$ cat src/rtl/product_accumulator.sv
// product_accumulator: sums TERMS shifted partial products into a WIDTH-bit
// product register, tracking the term index for the upstream nibble shifter.
module product_accumulator #(
    parameter int unsigned WIDTH = 16,
    parameter int unsigned TERMS = 4
) (
    input  logic                     clk,
    input  logic                     reset_a,
    input  logic                     start,
    input  logic [WIDTH-1:0]         pp_in,
    input  logic                     pp_valid,
    output logic [$clog2(TERMS)-1:0] term_idx,
    output logic [WIDTH-1:0]         product,
    output logic                     busy,
    output logic                     done,
    output logic                     overflow
);

    localparam int unsigned IDX_W = $clog2(TERMS);

    typedef enum logic [1:0] {
        IDLE  = 2'd0,
        ACCUM = 2'd1,
        DONE  = 2'd2
    } state_t;

    state_t             state;
    state_t             state_next;
    logic [IDX_W-1:0]   term_idx_next;
    logic [WIDTH-1:0]   product_next;
    logic               overflow_next;
    logic               busy_next;
    logic               done_next;
    logic [WIDTH:0]     sum_c;

    // Full-width add; the top bit is the carry out of WIDTH.
    assign sum_c = {1'b0, product} + {1'b0, pp_in};

    // State and datapath registers; busy/done registered from the next state.
    always_ff @(posedge clk or negedge reset_a) begin
        if (!reset_a) begin
            state    <= IDLE;
            term_idx <= '0;
            product  <= '0;
            overflow <= 1'b0;
            busy     <= 1'b0;
            done     <= 1'b0;
        end else begin
            state    <= state_next;
            term_idx <= term_idx_next;
            product  <= product_next;
            overflow <= overflow_next;
            busy     <= busy_next;
            done     <= done_next;
        end
    end

    // Next-state and datapath update; start always wins over pp_valid.
    always_comb begin
        state_next    = state;
        term_idx_next = term_idx;
        product_next  = product;
        overflow_next = overflow;

        case (state)
            IDLE, DONE: begin
                if (start) begin
                    state_next    = ACCUM;
                    term_idx_next = '0;
                    product_next  = '0;
                    overflow_next = 1'b0;
                end
            end
            ACCUM: begin
                if (start) begin
                    term_idx_next = '0;
                    product_next  = '0;
                    overflow_next = 1'b0;
                end else if (pp_valid) begin
                    product_next  = sum_c[WIDTH-1:0];
                    overflow_next = overflow | sum_c[WIDTH];
                    if (term_idx == IDX_W'(TERMS - 1)) begin
                        term_idx_next = '0;
                        state_next    = DONE;
                    end else begin
                        term_idx_next = IDX_W'(term_idx + 1'b1);
                    end
                end
            end
            default: begin
                state_next = IDLE;
            end
        endcase

        busy_next = (state_next == ACCUM);
        done_next = (state_next == DONE);
    end

endmodule

$ cat config.mk
export PLATFORM = sky130hd
export DESIGN_NAME = product_accumulator
export DESIGN_NICKNAME = d
export VERILOG_FILES = /design/src/rtl/product_accumulator.sv
export SDC_FILE = /design/constraint.sdc
export NUM_CORES = 1
export LEC_CHECK = 0
export BUFFER_PORTS_ARGS = -buffer_cell sky130_fd_sc_hd__buf_2
export CAP_MARGIN = 0
export CORE_MARGIN = 1
export CORE_UTILIZATION = 50
export DETAILED_ROUTE_END_ITERATION = 8
export PLACE_DENSITY = 0.75
export SYNTH_ARGS = -nofsm -noshare
export SYNTH_HDL_FRONTEND = slang
export SYNTH_SLANG_ARGS = --single-unit
$ cat constraint.sdc
create_clock -name clk -period 2.9 [get_ports clk]
set_input_delay 0.29 -clock clk [delete_from_list [all_inputs] [get_ports clk]]
set_output_delay 0.29 -clock clk [all_outputs]
set_load 0.005 [all_outputs]
Word level (Yosys, flattened, before mapping)
Cells that the tools add are included.
{ "totals": {"reg_bits": 23, "latchBits": 0, "ram_bits": 0, "mem_bits_ro": 0, "output_inout_bits": 21, "elab_cells": 38, "mem_count": 0} }
{ "op_classes": {"addsub": 2, "n_mul": 0, "div": 0, "order_cmp": 0, "n_eq_ne": 7, "shifts": 0, "mux": 18, "bitwise": 1, "reduce_logical": 4} }
{ "ops": {"columns": ["operator", "count"], "rows": [
  ["two-way mux 16 bit", 3],
  ["one-hot mux 16 bit (2 select lines)", 1],
  ["adder 16 x 16 -> 17 bit", 1],
  ["two-way mux 2 bit", 8],
  ["one-hot mux 2 bit (2 select lines)", 2],
  ["equality test 2 bit, second input constant", 3],
  ["equality test 2 x 1 -> 1 bit, second input constant", 2],
  ["two-way mux 1 bit", 3],
  ["inequality test 3 bit, second input constant", 1],
  ["AND reduction 3 bit", 1],
  ["adder 2 x 1 -> 2 bit, second input constant", 1],
  ["zero test 2 bit", 1],
  ["inequality test 2 bit, second input constant", 1],
  ["one-hot mux 1 bit (2 select lines)", 1],
  ["nonzero test 2 bit", 1],
  ["OR reduction 2 bit", 1],
  ["bitwise OR 1 bit", 1]
]} }

Longest topological paths before layout
Gate-level depths: netlist (run 1).
{ "logic_depth": {"ltp_word": 6, "mapped_depth": 8} }

Worst setup path after synthesis (run 1)
No wires, ideal clock.
{ "synth_timing": {"path_kind": "flip-flop to flip-flop", "from": "reg product[0]", "to": "reg product[14]", "setup_time_ps": 131, "t_arrival_ps": 1941, "required_ps": 2769, "slack_ps": 827, "stages_incl_launch_ff": 9, "n_path_buf": 0, "cell_sequence": "dfrtp_1 > ha_1 > inv_1 > fa_1 > nand2b_1 > a21oi_1 > o21a_1 > a211oi_1 > or3_1"} }
{ "synth_via": {"elab_chain_len": 4} }
{ "synth_rtl": {"columns": ["item", "line_no", "rtl"], "rows": [
  ["start, declared", "13", "output logic [WIDTH-1:0] product,"],
  ["start signal, assigned", "51", "product <= product_next;"],
  ["adder 16 x 16 -> 17 bit", "37", "assign sum_c = {1'b0, product} + {1'b0, pp_in};"],
  ["two-way mux 16 bit", "79", "end else if (pp_valid) begin"],
  ["two-way mux 16 bit", "75", "if (start) begin"],
  ["one-hot mux 16 bit (2 select lines)", "65", "case (state)"]
]} }
No other way between the ends. The select of a mux whose other input is x is not followed.
A chain may end at the register's enable or synchronous reset.

Final worst setup path (run 1)
Ends and elaborated chain as after synthesis.

==> reports/results.md, run 1 <==
| Parameter | This run | Unit |
| --- | --- | --- |
| Run status | finished clean | - |
| Proportion of layout cells with a drive suffix above 1 | 22.1 | % |
| Area of the mapped netlist | 0.00178 | mm2 |
| Die outline width | 61.6 | um |
| Post-place setup slack | 596 | ps |
| Unrepaired setup endpoints after global routing | no | - |
| Final worst setup slack | 606 | ps |
| Global router's overall resource usage | 23.9 | % |
| Drt first pass iters | 4 | - |
| Sum of negative setup slack | 0 | ps |
| Met3 demand-to-capacity share in global routing | 4.83 | % |
| Terminus of the critical flop-to-flop path | product[14] | - |
| Net total in the final layout | 279 | - |
| Post-synthesis share of cell area spent on xor and xnor gates | 2.96 | % |
| Drt via density | 5.76 | - |
| CP cell instances | ha_1 -> inv_1 -> fa_1 -> nand2b_1 -> a21oi_1 -> o21ai_1 -> a2111oi_0 -> or3_1 | - |
| Leading register cell type out of synthesis | dfrtp_1 | - |
| Switching share of total power | 43.7 | % |
| Sequential group share of total power | 33.0 | % |
| Number of global-route vias before repair | 1414 | - |
| RR Startpoint | product[0] | - |
| Via count | 1648 | - |
| Clock network power share | 11.0 | % |
| Setup crit start kind | register | - |
| Type of the setup path with the least slack | reg -> reg | - |
| Number of hold violations in the final report | 0 | - |
| Classification of the worst-slack hold path | in -> reg | - |
| Top-level port count | 41 | - |
| Global-route congestion overflow total | 0 | - |
| Combinational share of power | 56.1 | % |
| Internal reg-to-reg setup slack | 610 | ps |
| Syn_nets | 238 | - |
| Worst r2r path cells | 8 | - |
| Syn avg cell area | 8.89 | um2 |
| Antenna diode count | 0 | - |
| Synth area leader | dfrtp_1 | - |
| Share of synthesized area spent on multiplexers | 0.563 | % |
| CP endpoint kind | register | - |
| Post-synthesis simple-gate area fraction | 16.5 | % |
| Area contributors post-synth | dfrtp_1 32%, ha_1 12%, nand2_1 5.9%, a21oi_1 4.8%, o21ai_0 4.2% | - |
| Sink count of the clock tree | 23 | - |
| Total DRC errors in the routed layout | 0 | - |
| IR drop worst, VDD | 0.000424 | V |
| Effective utilization at floorplan | 52.9 | % |
| Post-cts gate resize count | 0 | - |
| Number of warning messages in the yosys log | 0 | - |
| Area fraction of the dominant cell type after synthesis | 32.4 | % |
| Stages on the worst setup path | 8 | - |
| Number of buffers inserted by port buffering | 40 | - |
| Met2 capacity usage during global routing | 36.4 | % |
| Commonest cells in the netlist | 28 x nand2_1, 23 x dfrtp_1, 17 x a21oi_1, 17 x ha_1, 15 x o21ai_0 | - |
| Critical path buffer and inverter count | 1 | - |
| Worst relative slew slack | 63.3 | % |
| Crit path from | product[0] | - |
| Overall die area | 0.00380 | mm2 |
| Wire length of the first global-routing pass | 6540 | um |
| Static power due to leakage | 1.04 | nW |
| Post-Syn Instances | 200 | - |
| Power Density | 706 | mW/mm2 |
| DRC marker count from the first detailed-route iteration | 132 | - |
| Main combinational cell family by area after synthesis | compound AO/OA/AOI/OAI gates | - |
| Worst Tran Pin Value | 551 | ps |
| Remaining antenna violation count after routing | 0 | - |
| Met1 global-route usage | 34.8 | % |
| Number of maximum-capacitance constraint violations | 0 | - |
| TritonCTS clock tree | yes | - |
| Number of buffers inserted during clock tree synthesis | 3 | - |
| Placement Rows | 21 | - |
| Max-slew violations | 0 | - |
| Clock input transition at the sequential cells of the worst setup and hold paths | 130 | ps |
| Highest Clock Rate | 0.436 | GHz |
| WL final | 4110 | um |
| Die outline height | 61.6 | um |
| Compound-gate portion of the synthesized area | 31.1 | % |
| End of the critical path | product[14] | - |
| Critical Path RT | 3180 | ps |
| Clock root buffer | clkbuf_4 | - |
| Number of setup violations in the final report | 0 | - |
| Maximum count of clock buffers along a single path | 2 | - |
| Pin count of the biggest net entering global routing | 24 | - |
| Worst-path maximum fanout | 4 | - |
| Buffers inserted during post-CTS setup optimization | 0 | - |
| Arrival time at the worst endpoint | 2570 | ps |
| Slowest library cell on the worst path | dfrtp_1 | - |
| Area growth from synthesis to final layout | 15.1 | % |
| Sequential cell area fraction in the yosys report | 32.4 | % |
| Average routed wire per standard cell | 14.4 | um |
| Design internal power | 0.813 | mW |
| Setup skew after layout | 1.37 | ps |
| Distinct cell type count after synthesis | 47 | - |
| Minimum clock period | 2290 | ps |
| Synth Area in Adders | 13.1 | % |
| Number of register bits inferred by synthesis | 23 | - |
| Post-route clock period utilization | 79.1 | % |
| Number of H-tree branching levels | 1 | - |
| HPWL after DPL | 3070 | um |
| Core area | 0.00336 | mm2 |
| Number of antenna violations at the first check in global routing | 0 | - |
| Net Sw Power | 0.632 | mW |
| Most heavily used metal layer in global routing | met2 | - |
| Share of synthesized registers carrying an async set or reset | 100 | % |
| Later-pin clock latency in the skew report | 320 | ps |
| CP delay by family, top | compound AO/OA/AOI/OAI gates | - |
| Worst stage delay on the critical path | 400 | ps |
| Number of synthesized flops with an enable pin | 0 | - |
| Count leader, synth | nand2_1 | - |
| Weighted congestion at the end of routability-driven global placement | 0.908 | - |
-- flip-flops by register name (all words and copies together), names as in the netlist --
signal,cells
done,1
overflow,1
busy,1
state,2
product,16
term_idx,2
-- stage by stage --
stage | instance area (um2) | utilization [%] | cells | power, mW | hold slack [ps]
CTS | 2050 | 60.9 | 286 | 1.45 | 200
global route | 2050 | 60.9 | 286 | 1.58 | 193
global placement | 2010 | 59.7 | 281 | 1.27 | 305
floorplan | 1780 | - | 200 | 1.07 | -5.59
finish | 2050 | 60.9 | 286 | 1.44 | 206
detailed placement | 2010 | 59.7 | 281 | 1.28 | 307
-- logic make-up after synthesis --
group                    count (synthesis)
XOR/XNOR                                 6
buffers and inverters                   13
AO/OA/AOI/OAI                           78
AND/OR/NAND/NOR                         61
multiplexers                             1
adder cells (fa/ha/maj)                 18
flip-flops                              23
-- cells in the final DEF, fill, tap and decap left out, drive strengths merged, types with 2 or more instances in the layout --
cell / synthesis / layout
a21o: 9 / 9
a21oi: 21 / 21
dfrtp: 23 / 23
or2: 2 / 2
a32o: 5 / 5
nand2: 28 / 28
and2: 3 / 3
nand4: 3 / 3
o21a: 3 / 3
o21ai: 17 / 17
clkbuf: 2 / 3
a211o: 2 / 2
nand2b: 2 / 2
a21boi: 2 / 2
buf: 4 / 41
xnor2: 2 / 2
nand3: 5 / 5
and3: 2 / 2
ha: 17 / 17
o31ai: 4 / 4
a211oi: 4 / 4
a31oi: 2 / 2
inv: 7 / 7
nor3b: 2 / 2
xor2: 4 / 4
nor2: 7 / 7
o21bai: 2 / 2
or3: 5 / 5
-- metal layers --
layer	vias up	wire length (um)
met2	54	1880
met3	5	181
met1	759	2020
met5	-	0
met4	0	30
li1	830	-
-- power groups by stage --
stage / combinational, mW / clock [mW] / sequential [mW]
2_1_floorplan: 0.585 / 0 / 0.481
3_3_place_gp: 0.791 / 0 / 0.480
3_5_place_dp: 0.799 / 0 / 0.483
4_1_cts: 0.805 / 0.165 / 0.477
5_1_grt: 0.904 / 0.181 / 0.491
6_report: 0.810 / 0.159 / 0.476
-- layout make-up --
class,count,area [um2]
Fill cell,335,1320
Multi-Input combinational cell,164,1140
Sequential cell,23,576
Timing Repair Buffer,42,218
Tap cell,46,57.6
Inverter,7,26.3
Clock buffer,3,22.5
Clock inverter,1,5.00
-- how the worst min path moves through the flow --
stage / startpoint / to / slack, ps / cells past startpoint
3_5_place_dp: reset_a / state[1] / 310 / 1
3_3_place_gp: reset_a / state[1] / 310 / 1
6_report: start / state[1] / 210 / 2
4_1_cts: start / state[1] / 200 / 2
5_1_grt: start / done / 190 / 2
2_1_floorplan: reset_a / busy / -6 / 0
-- timing repair --
| item | in CTS | in global routing |
|---|---|---|
| endpoints found under the setup margin | 0 | 0 |
| hold buffers | 1 | 0 |
| hold endpoints to repair | 23 | 0 |
Power figures use the tool's default switching activity.
==> run 2: changes to the inputs <==
- ABC_AREA: not set -> 1
- PLACE_DENSITY: 0.75 -> 0.77
- clock period: 2.9 -> 2 ns (I/O delays scaled with it)
==> reports/results.md, run 2 <==
| Parameter | This run | Unit | vs previous |
| --- | --- | --- | --- |
| Run status | finished clean | - | unchanged |
| Wire length of the first global-routing pass | 7020 | um | was 6540 um |
| Cell Area, Placed | 0.00219 | mm2 | was 0.00201 mm2 |
| Terminus of the critical flop-to-flop path | product[12] | - | was product[14] |
| Internal reg-to-reg setup slack | 170 | ps | was 610 ps |
| Number of global-route vias before repair | 1648 | - | was 1414 |
| Total power | 2.19 | mW | was 1.44 mW |
| Type of the setup path with the least slack | reg -> reg | - | unchanged |
| Sequential group share of total power | 31.2 | % | was 33.0% |
| Proportion of layout cells with a drive suffix above 1 | 15.9 | % | was 22.1% |
| Die outline height | 64.5 | um | was 61.6 um |
| WL final | 4170 | um | was 4110 um |
| Remaining antenna violation count after routing | 0 | - | unchanged |
| Sequential cell area fraction in the yosys report | 29.5 | % | was 32.4% |
| Unrepaired setup endpoints after global routing | no | - | unchanged |
| Worst Tran Pin Value | 547 | ps | was 551 ps |
| RR Startpoint | product[0] | - | unchanged |
| Global-route congestion overflow total | 0 | - | unchanged |
| TritonCTS clock tree | yes | - | unchanged |
| Number of synthesized flops with an enable pin | 0 | - | unchanged |
| Average routed wire per standard cell | 10.6 | um | was 14.4 um |
| Clock network power share | 14.4 | % | was 11.0% |
| Count of placed standard cells including taps | 389 | - | was 281 |
| Number of antenna violations at the first check in global routing | 0 | - | unchanged |
| Number of register bits inferred by synthesis | 23 | - | unchanged |
| Worst relative slew slack | 63.6 | % | was 63.3% |
| Combinational share of power | 54.4 | % | was 56.1% |
| Post-cts gate resize count | 0 | - | unchanged |
| Max-slew violations | 0 | - | unchanged |
| Worst hold start | pp_valid | - | was start |
| Commonest non-fill, non-tap cells in the layout | 125 x nand2_1, 55 x inv_1, 40 x buf_2 | - | was 40 x buf_2, 28 x nand2_1, 23 x dfrtp_1 |
| Classification of the worst-slack hold path | in -> reg | - | unchanged |
| Overall die area | 0.00416 | mm2 | was 0.00380 mm2 |
| Arrival time at the worst endpoint | 2000 | ps | was 2570 ps |
| Buffers inserted during post-CTS setup optimization | 0 | - | unchanged |
| Pin count of the biggest net entering global routing | 24 | - | unchanged |
| Switching share of total power | 45.2 | % | was 43.7% |
| Effective utilization at floorplan | 52.6 | % | was 52.9% |
| Core area | 0.00372 | mm2 | was 0.00336 mm2 |
| Power Density | 972 | mW/mm2 | was 706 mW/mm2 |
| CP endpoint kind | register | - | unchanged |
| Total DRC errors in the routed layout | 0 | - | unchanged |
| Sink count of the clock tree | 23 | - | unchanged |
| Most flop-heavy register | product | - | unchanged |
| Most heavily used metal layer in global routing | met2 | - | unchanged |
| Total of hold buffers inserted after clock tree synthesis | 1 | - | unchanged |
| Net total in the final layout | 385 | - | was 279 |
| Worst r2r path cells | 11 | - | was 8 |
| Post-Syn Instances | 304 | - | was 200 |
| Number of hold violations in the final report | 0 | - | unchanged |
| Via count | 1879 | - | was 1648 |
| Top-level port count | 41 | - | unchanged |
| Antenna diode count | 0 | - | unchanged |
| Area contributors post-synth | dfrtp_1 29%, nand2_1 24%, ha_1 11%, inv_1 11%, nand3_1 5.1% | - | was dfrtp_1 32%, ha_1 12%, nand2_1 5.9%, a21oi_1 4.8%, o21ai_0 4.2% |
| Distinct cell type count after synthesis | 30 | - | was 47 |
| Clock root buffer | clkbuf_8 | - | was clkbuf_4 |
| Number of setup violations in the final report | 0 | - | unchanged |
| Highest Clock Rate | 0.548 | GHz | was 0.436 GHz |
| Area fraction of the dominant cell type after synthesis | 29.5 | % | was 32.4% |
| Number of buffers inserted during clock tree synthesis | 3 | - | unchanged |
| Leading cell type in the layout, fill and taps excluded | nand2_1 | - | was buf_2 |
| IR drop worst, VDD | 0.000610 | V | was 0.000424 V |
| Syn_nets | 342 | - | was 238 |
| Terminating pin of the worst hold path | busy | - | was state[1] |
| Share of synthesized registers carrying an async set or reset | 100 | % | unchanged |
| Syn avg cell area | 6.42 | um2 | was 8.89 um2 |
| Drt via density | 4.77 | - | was 5.76 |
| Number of H-tree branching levels | 1 | - | unchanged |
| Critical Path RT | 2170 | ps | was 3180 ps |
| HPWL after DPL | 3190 | um | was 3070 um |
| Count leader, synth | nand2_1 | - | unchanged |
| Area growth from synthesis to final layout | 15.1 | % | about the same |
| Global router's overall resource usage | 21.7 | % | was 23.9% |
| Synth area leader | dfrtp_1 | - | unchanged |
| Count of cells along the worst hold path | 2 | - | unchanged |
| Setup skew after layout | 5.28 | ps | was 1.37 ps |
| Clock input transition at the sequential cells of the worst setup and hold paths | 90 | ps | was 130 ps |
| Post-route clock period utilization | 91.3 | % | was 79.1% |
| Design internal power | 1.20 | mW | was 0.813 mW |
| Die outline width | 64.5 | um | was 61.6 um |
| Later-pin clock latency in the skew report | 270 | ps | was 320 ps |
| Final design instance area without fill | 0.00225 | mm2 | was 0.00205 mm2 |
| Worst-path maximum fanout | 3 | - | was 4 |
| Leading register cell type out of synthesis | dfrtp_1 | - | unchanged |
| Drt first pass iters | 4 | - | unchanged |
| Number of buffers inserted by port buffering | 40 | - | unchanged |
| Met3 demand-to-capacity share in global routing | 4.23 | % | was 4.83% |
| Top flop regs | product x16, state x2, term_idx x2 | - | unchanged |
| Minimum clock period | 1830 | ps | was 2290 ps |
| Commonest cells in the netlist | 125 x nand2_1, 55 x inv_1, 23 x dfrtp_1, 20 x nand3_1, 18 x nor2_1 | - | was 28 x nand2_1, 23 x dfrtp_1, 17 x a21oi_1, 17 x ha_1, 15 x o21ai_0 |
| Non-Filler Instances | 394 | - | was 286 |
| Sum of negative setup slack | 0 | ps | unchanged |
| Placement Rows | 22 | - | was 21 |
| Weighted congestion at the end of routability-driven global placement | 0.875 | - | was 0.908 |
| Net Sw Power | 0.988 | mW | was 0.632 mW |
| Met1 global-route usage | 29.0 | % | was 34.8% |
| DRC marker count from the first detailed-route iteration | 93 | - | was 132 |
| Met2 capacity usage during global routing | 35.4 | % | was 36.4% |
| Static power due to leakage | 1.39 | nW | was 1.04 nW |
| Max FFs per register | 16 | - | unchanged |
| Number of maximum-capacitance constraint violations | 0 | - | unchanged |
| Number of warning messages in the yosys log | 0 | - | unchanged |
| Maximum count of clock buffers along a single path | 2 | - | unchanged |
| Area of the mapped netlist | 0.00195 | mm2 | was 0.00178 mm2 |
| Setup crit start kind | register | - | unchanged |
[run 2: cell types whose count changed after synthesis, moves of 4 or more]
cell / before / now
or3_1: 5 / 0
a32o_1: 5 / 0
nand2_1: 28 / 125
o21ai_0: 15 / 4
a21oi_1: 17 / 9
nand3_1: 5 / 20
nor2_1: 7 / 18
inv_1: 7 / 55
o31ai_1: 4 / 0
a211oi_1: 4 / 0
a21o_1: 9 / 0
[run 2: worst max path at each step]
stage               startpoint     endpoint  slack (ps)  depth (start not counted)
finish              product[0]  product[12]         170                         11
global route        product[0]  product[12]          40                         11
CTS                 product[0]  product[12]         190                         11
detailed placement  product[0]  product[12]         210                         11
global placement    product[0]  product[12]         270                         11
floorplan           product[0]  product[12]         310                         11
[run 2: logic make-up after synthesis]
family	count (synthesis)	synth area share [%]
buffers and inverters	61	12.4
flip-flops	23	29.5
AO/OA/AOI/OAI	23	7.94
XOR/XNOR	1	0.449
adder cells (fa/ha/maj)	18	11.9
AND/OR/NAND/NOR	178	37.9
[run 2: routing by layer]
metal / wire [um] / up-vias
li1: - / 1023
met1: 2090 / 802
met2: 1840 / 45
met3: 162 / 9
met4: 78 / 0
met5: 0 / -
[run 2: power groups by stage]
stage                     sequential [mW]  clock, mW  combinational [mW]
after detailed placement            0.689          0                1.18
after floorplan                     0.699          0               0.848
after global routing                0.704      0.339                1.37
after global placement              0.688          0                1.16
after CTS                           0.684      0.325                1.19
final                               0.683      0.315                1.19
[run 2: layout make-up]
cell class / count / area, um2
Fill cell: 370 / 1470
Clock buffer: 3 / 41.3
Tap cell: 48 / 60.1
Sequential cell: 23 / 576
Timing Repair Buffer: 41 / 210
Multi-Input combinational cell: 220 / 1140
Inverter: 58 / 218
Clock inverter: 1 / 7.51
[run 2: worst max-delay path: stages, from the launching register on]
cell     delay [ps]
dfrtp_1         380
ha_1            170
inv_1            50
fa_1            420
inv_1           100
nand2_1          50
a21oi_1         180
nand3_1         120
nand3_1          90
nand2_1          50
nand3_1          60
nand2_1          50
[run 2: stage by stage]
stage	hold WS (ps)	worst slack (ps)	util, %
floorplan	-95.6	306	-
global placement	222	268	58.9
detailed placement	217	214	58.9
CTS	118	187	60.5
global route	118	35.2	60.5
finish	127	174	60.5
==> run 3: changes to the inputs <==
- CORE_UTILIZATION: 50 -> 28
- PLACE_DENSITY: 0.77 -> not set
- SLEW_MARGIN: not set -> 20
==> reports/results.md, run 3 (same netlist as run 2, synthesis figures left out) <==
| Parameter | This run | Unit | vs previous |
| --- | --- | --- | --- |
| Total DRC errors in the routed layout | 0 | - | unchanged |
| Combinational share of power | 54.5 | % | was 54.4% |
| Number of antenna violations at the first check in global routing | 0 | - | unchanged |
| CP endpoint kind | register | - | unchanged |
| Design internal power | 1.20 | mW | about the same |
| Cell Area, Placed | 0.00223 | mm2 | was 0.00219 mm2 |
| Arrival time at the worst endpoint | 1990 | ps | was 2000 ps |
| Area growth from synthesis to final layout | 17.0 | % | was 15.1% |
| Drt via density | 4.37 | - | was 4.77 |
| Commonest non-fill, non-tap cells in the layout | 125 x nand2_1, 55 x inv_1, 40 x buf_2 | - | unchanged |
| Drt first pass iters | 4 | - | unchanged |
| WL final | 4650 | um | was 4170 um |
| Effective utilization at floorplan | 28.9 | % | was 52.6% |
| Slowest library cell on the worst path | fa_1 | - | unchanged |
| Net Sw Power | 0.993 | mW | was 0.988 mW |
| Pin count of the biggest net entering global routing | 24 | - | unchanged |
| Post-route clock period utilization | 90.5 | % | was 91.3% |
| Type of the setup path with the least slack | reg -> reg | - | unchanged |
| Power Density | 959 | mW/mm2 | was 972 mW/mm2 |
| IR drop worst, VDD | 0.000427 | V | was 0.000610 V |
| Run status | finished clean | - | unchanged |
| Die outline height | 85.5 | um | was 64.5 um |
| CP cell instances | ha_1 -> inv_1 -> fa_1 -> inv_1 -> nand2_1 -> a21oi_1 -> nand3_1 -> nand3_1 -> nand2_1 -> nand3_1 -> nand2_1 | - | unchanged |
| Leading cell type in the layout, fill and taps excluded | nand2_1 | - | unchanged |
| Max FFs per register | 16 | - | unchanged |
| Max-slew violations | 0 | - | unchanged |
| Antenna diode count | 0 | - | unchanged |
| Overall die area | 0.00731 | mm2 | was 0.00416 mm2 |
| Critical Path RT | 2180 | ps | was 2170 ps |
| Via count | 1862 | - | was 1879 |
| Later-pin clock latency in the skew report | 280 | ps | was 270 ps |
| Global-route congestion overflow total | 0 | - | unchanged |
| Wire length of the first global-routing pass | 7870 | um | was 7020 um |
| Final worst setup slack | 190 | ps | was 174 ps |
| Maximum count of clock buffers along a single path | 2 | - | unchanged |
| Unrepaired setup endpoints after global routing | no | - | unchanged |
| Final design instance area without fill | 0.00228 | mm2 | was 0.00225 mm2 |
| Weighted congestion at the end of routability-driven global placement | 0.807 | - | was 0.875 |
| Average routed wire per standard cell | 10.9 | um | was 10.6 um |
| Global router's overall resource usage | 13.5 | % | was 21.7% |
| Number of maximum-capacitance constraint violations | 0 | - | unchanged |
| Sink count of the clock tree | 23 | - | unchanged |
| Number of global-route vias before repair | 1753 | - | was 1648 |
| Clock input transition at the sequential cells of the worst setup and hold paths | 90 | ps | about the same |
| Count of cells along the worst hold path | 2 | - | unchanged |
| Number of H-tree branching levels | 1 | - | unchanged |
| WHS | 133 | ps | was 127 ps |
| Number of setup violations in the final report | 0 | - | unchanged |
| Worst Tran Pin Value | 583 | ps | was 547 ps |
| Number of buffers inserted by port buffering | 40 | - | unchanged |
| Number of buffers inserted during clock tree synthesis | 3 | - | unchanged |
| Post-cts gate resize count | 0 | - | unchanged |
| Top flop regs | product x16, state x2, term_idx x2 | - | unchanged |
| Classification of the worst-slack hold path | in -> reg | - | unchanged |
| Clock network power share | 14.1 | % | was 14.4% |
| Worst-path maximum fanout | 3 | - | unchanged |
| Minimum clock period | 1810 | ps | was 1830 ps |
| TritonCTS clock tree | yes | - | unchanged |
| Setup crit start kind | register | - | unchanged |
| Core area | 0.00676 | mm2 | was 0.00372 mm2 |
| Worst stage delay on the critical path | 420 | ps | about the same |
| Static power due to leakage | 1.39 | nW | about the same |
| Net total in the final layout | 385 | - | unchanged |
| Sequential group share of total power | 31.4 | % | was 31.2% |
| Sum of negative setup slack | 0 | ps | unchanged |
| Total of hold buffers inserted after clock tree synthesis | 1 | - | unchanged |
| Buffers inserted during post-CTS setup optimization | 0 | - | unchanged |
| Post-place setup slack | 198 | ps | was 214 ps |
| Remaining antenna violation count after routing | 0 | - | unchanged |
| DRC marker count from the first detailed-route iteration | 74 | - | was 93 |
| Highest Clock Rate | 0.553 | GHz | was 0.548 GHz |
| Worst r2r path cells | 11 | - | unchanged |
| Top-level port count | 41 | - | unchanged |
| Count of placed standard cells including taps | 421 | - | was 389 |
| Setup skew after layout | 7.50 | ps | was 5.28 ps |
| Placement Rows | 30 | - | was 22 |
| Clock root buffer | clkbuf_8 | - | unchanged |
| Number of hold violations in the final report | 0 | - | unchanged |
| Die outline width | 85.5 | um | was 64.5 um |
| Most flop-heavy register | product | - | unchanged |
| Switching share of total power | 45.3 | % | was 45.2% |
| Worst relative slew slack | 61.1 | % | was 63.6% |
| Non-Filler Instances | 426 | - | was 394 |
| Proportion of layout cells with a drive suffix above 1 | 15.6 | % | was 15.9% |
| HPWL after DPL | 3660 | um | was 3190 um |
[run 3: per-layer routing]
metal  share of wire, %  GRT usage, %  up-vias
li1                   -             -     1017
met1                 49          17.1      809
met2                 45          23.2       31
met3                5.0          2.79        5
met4                1.2          4.24        0
met5                  0             0        -
[run 3: final timing paths]
path	slack [ps]	to	start
worst max-delay path	190	product[12]	product[0]
worst min-delay path	130	state[0]	pp_valid
worst max register to register	190	product[12]	product[0]
worst min register to register	510	product[15]	product[15]
max in group asynchronous	1160	product[8]	reset_a
min in group asynchronous	450	term_idx[1]	reset_a
[run 3: area by class of cell]
| class | instances | area (um2) |
|---|---|---|
| tap | 80 | 100 |
| multi-input combinational | 220 | 1140 |
| fill | 764 | 4470 |
| inverter | 58 | 218 |
| timing repair buffer | 41 | 210 |
| sequential | 23 | 576 |
| clock buffer | 4 | 45.0 |
[run 3: critical path: cells and delay by family (launching register included)]
kind	cells	cell delay [ps]
AO/OA/AOI/OAI	1	180
AND/OR/NAND/NOR	6	420
flip-flops	1	380
buffers and inverters	2	140
adder cells (fa/ha/maj)	2	590
[run 3: through the flow]
stage	total power [mW]	utilization (%)
floorplan	1.55	-
global placement	1.89	33.0
detailed placement	1.90	33.0
CTS	2.22	33.8
global route	2.43	33.8
finish	2.19	33.8
[run 3: power by group through the flow]
stage | Combinational [mW] | Clock, mW | Sequential [mW]
2_1_floorplan | 0.848 | 0 | 0.699
3_3_place_gp | 1.20 | 0 | 0.692
3_5_place_dp | 1.20 | 0 | 0.699
4_1_cts | 1.21 | 0.322 | 0.691
5_1_grt | 1.39 | 0.336 | 0.710
6_report | 1.19 | 0.309 | 0.688
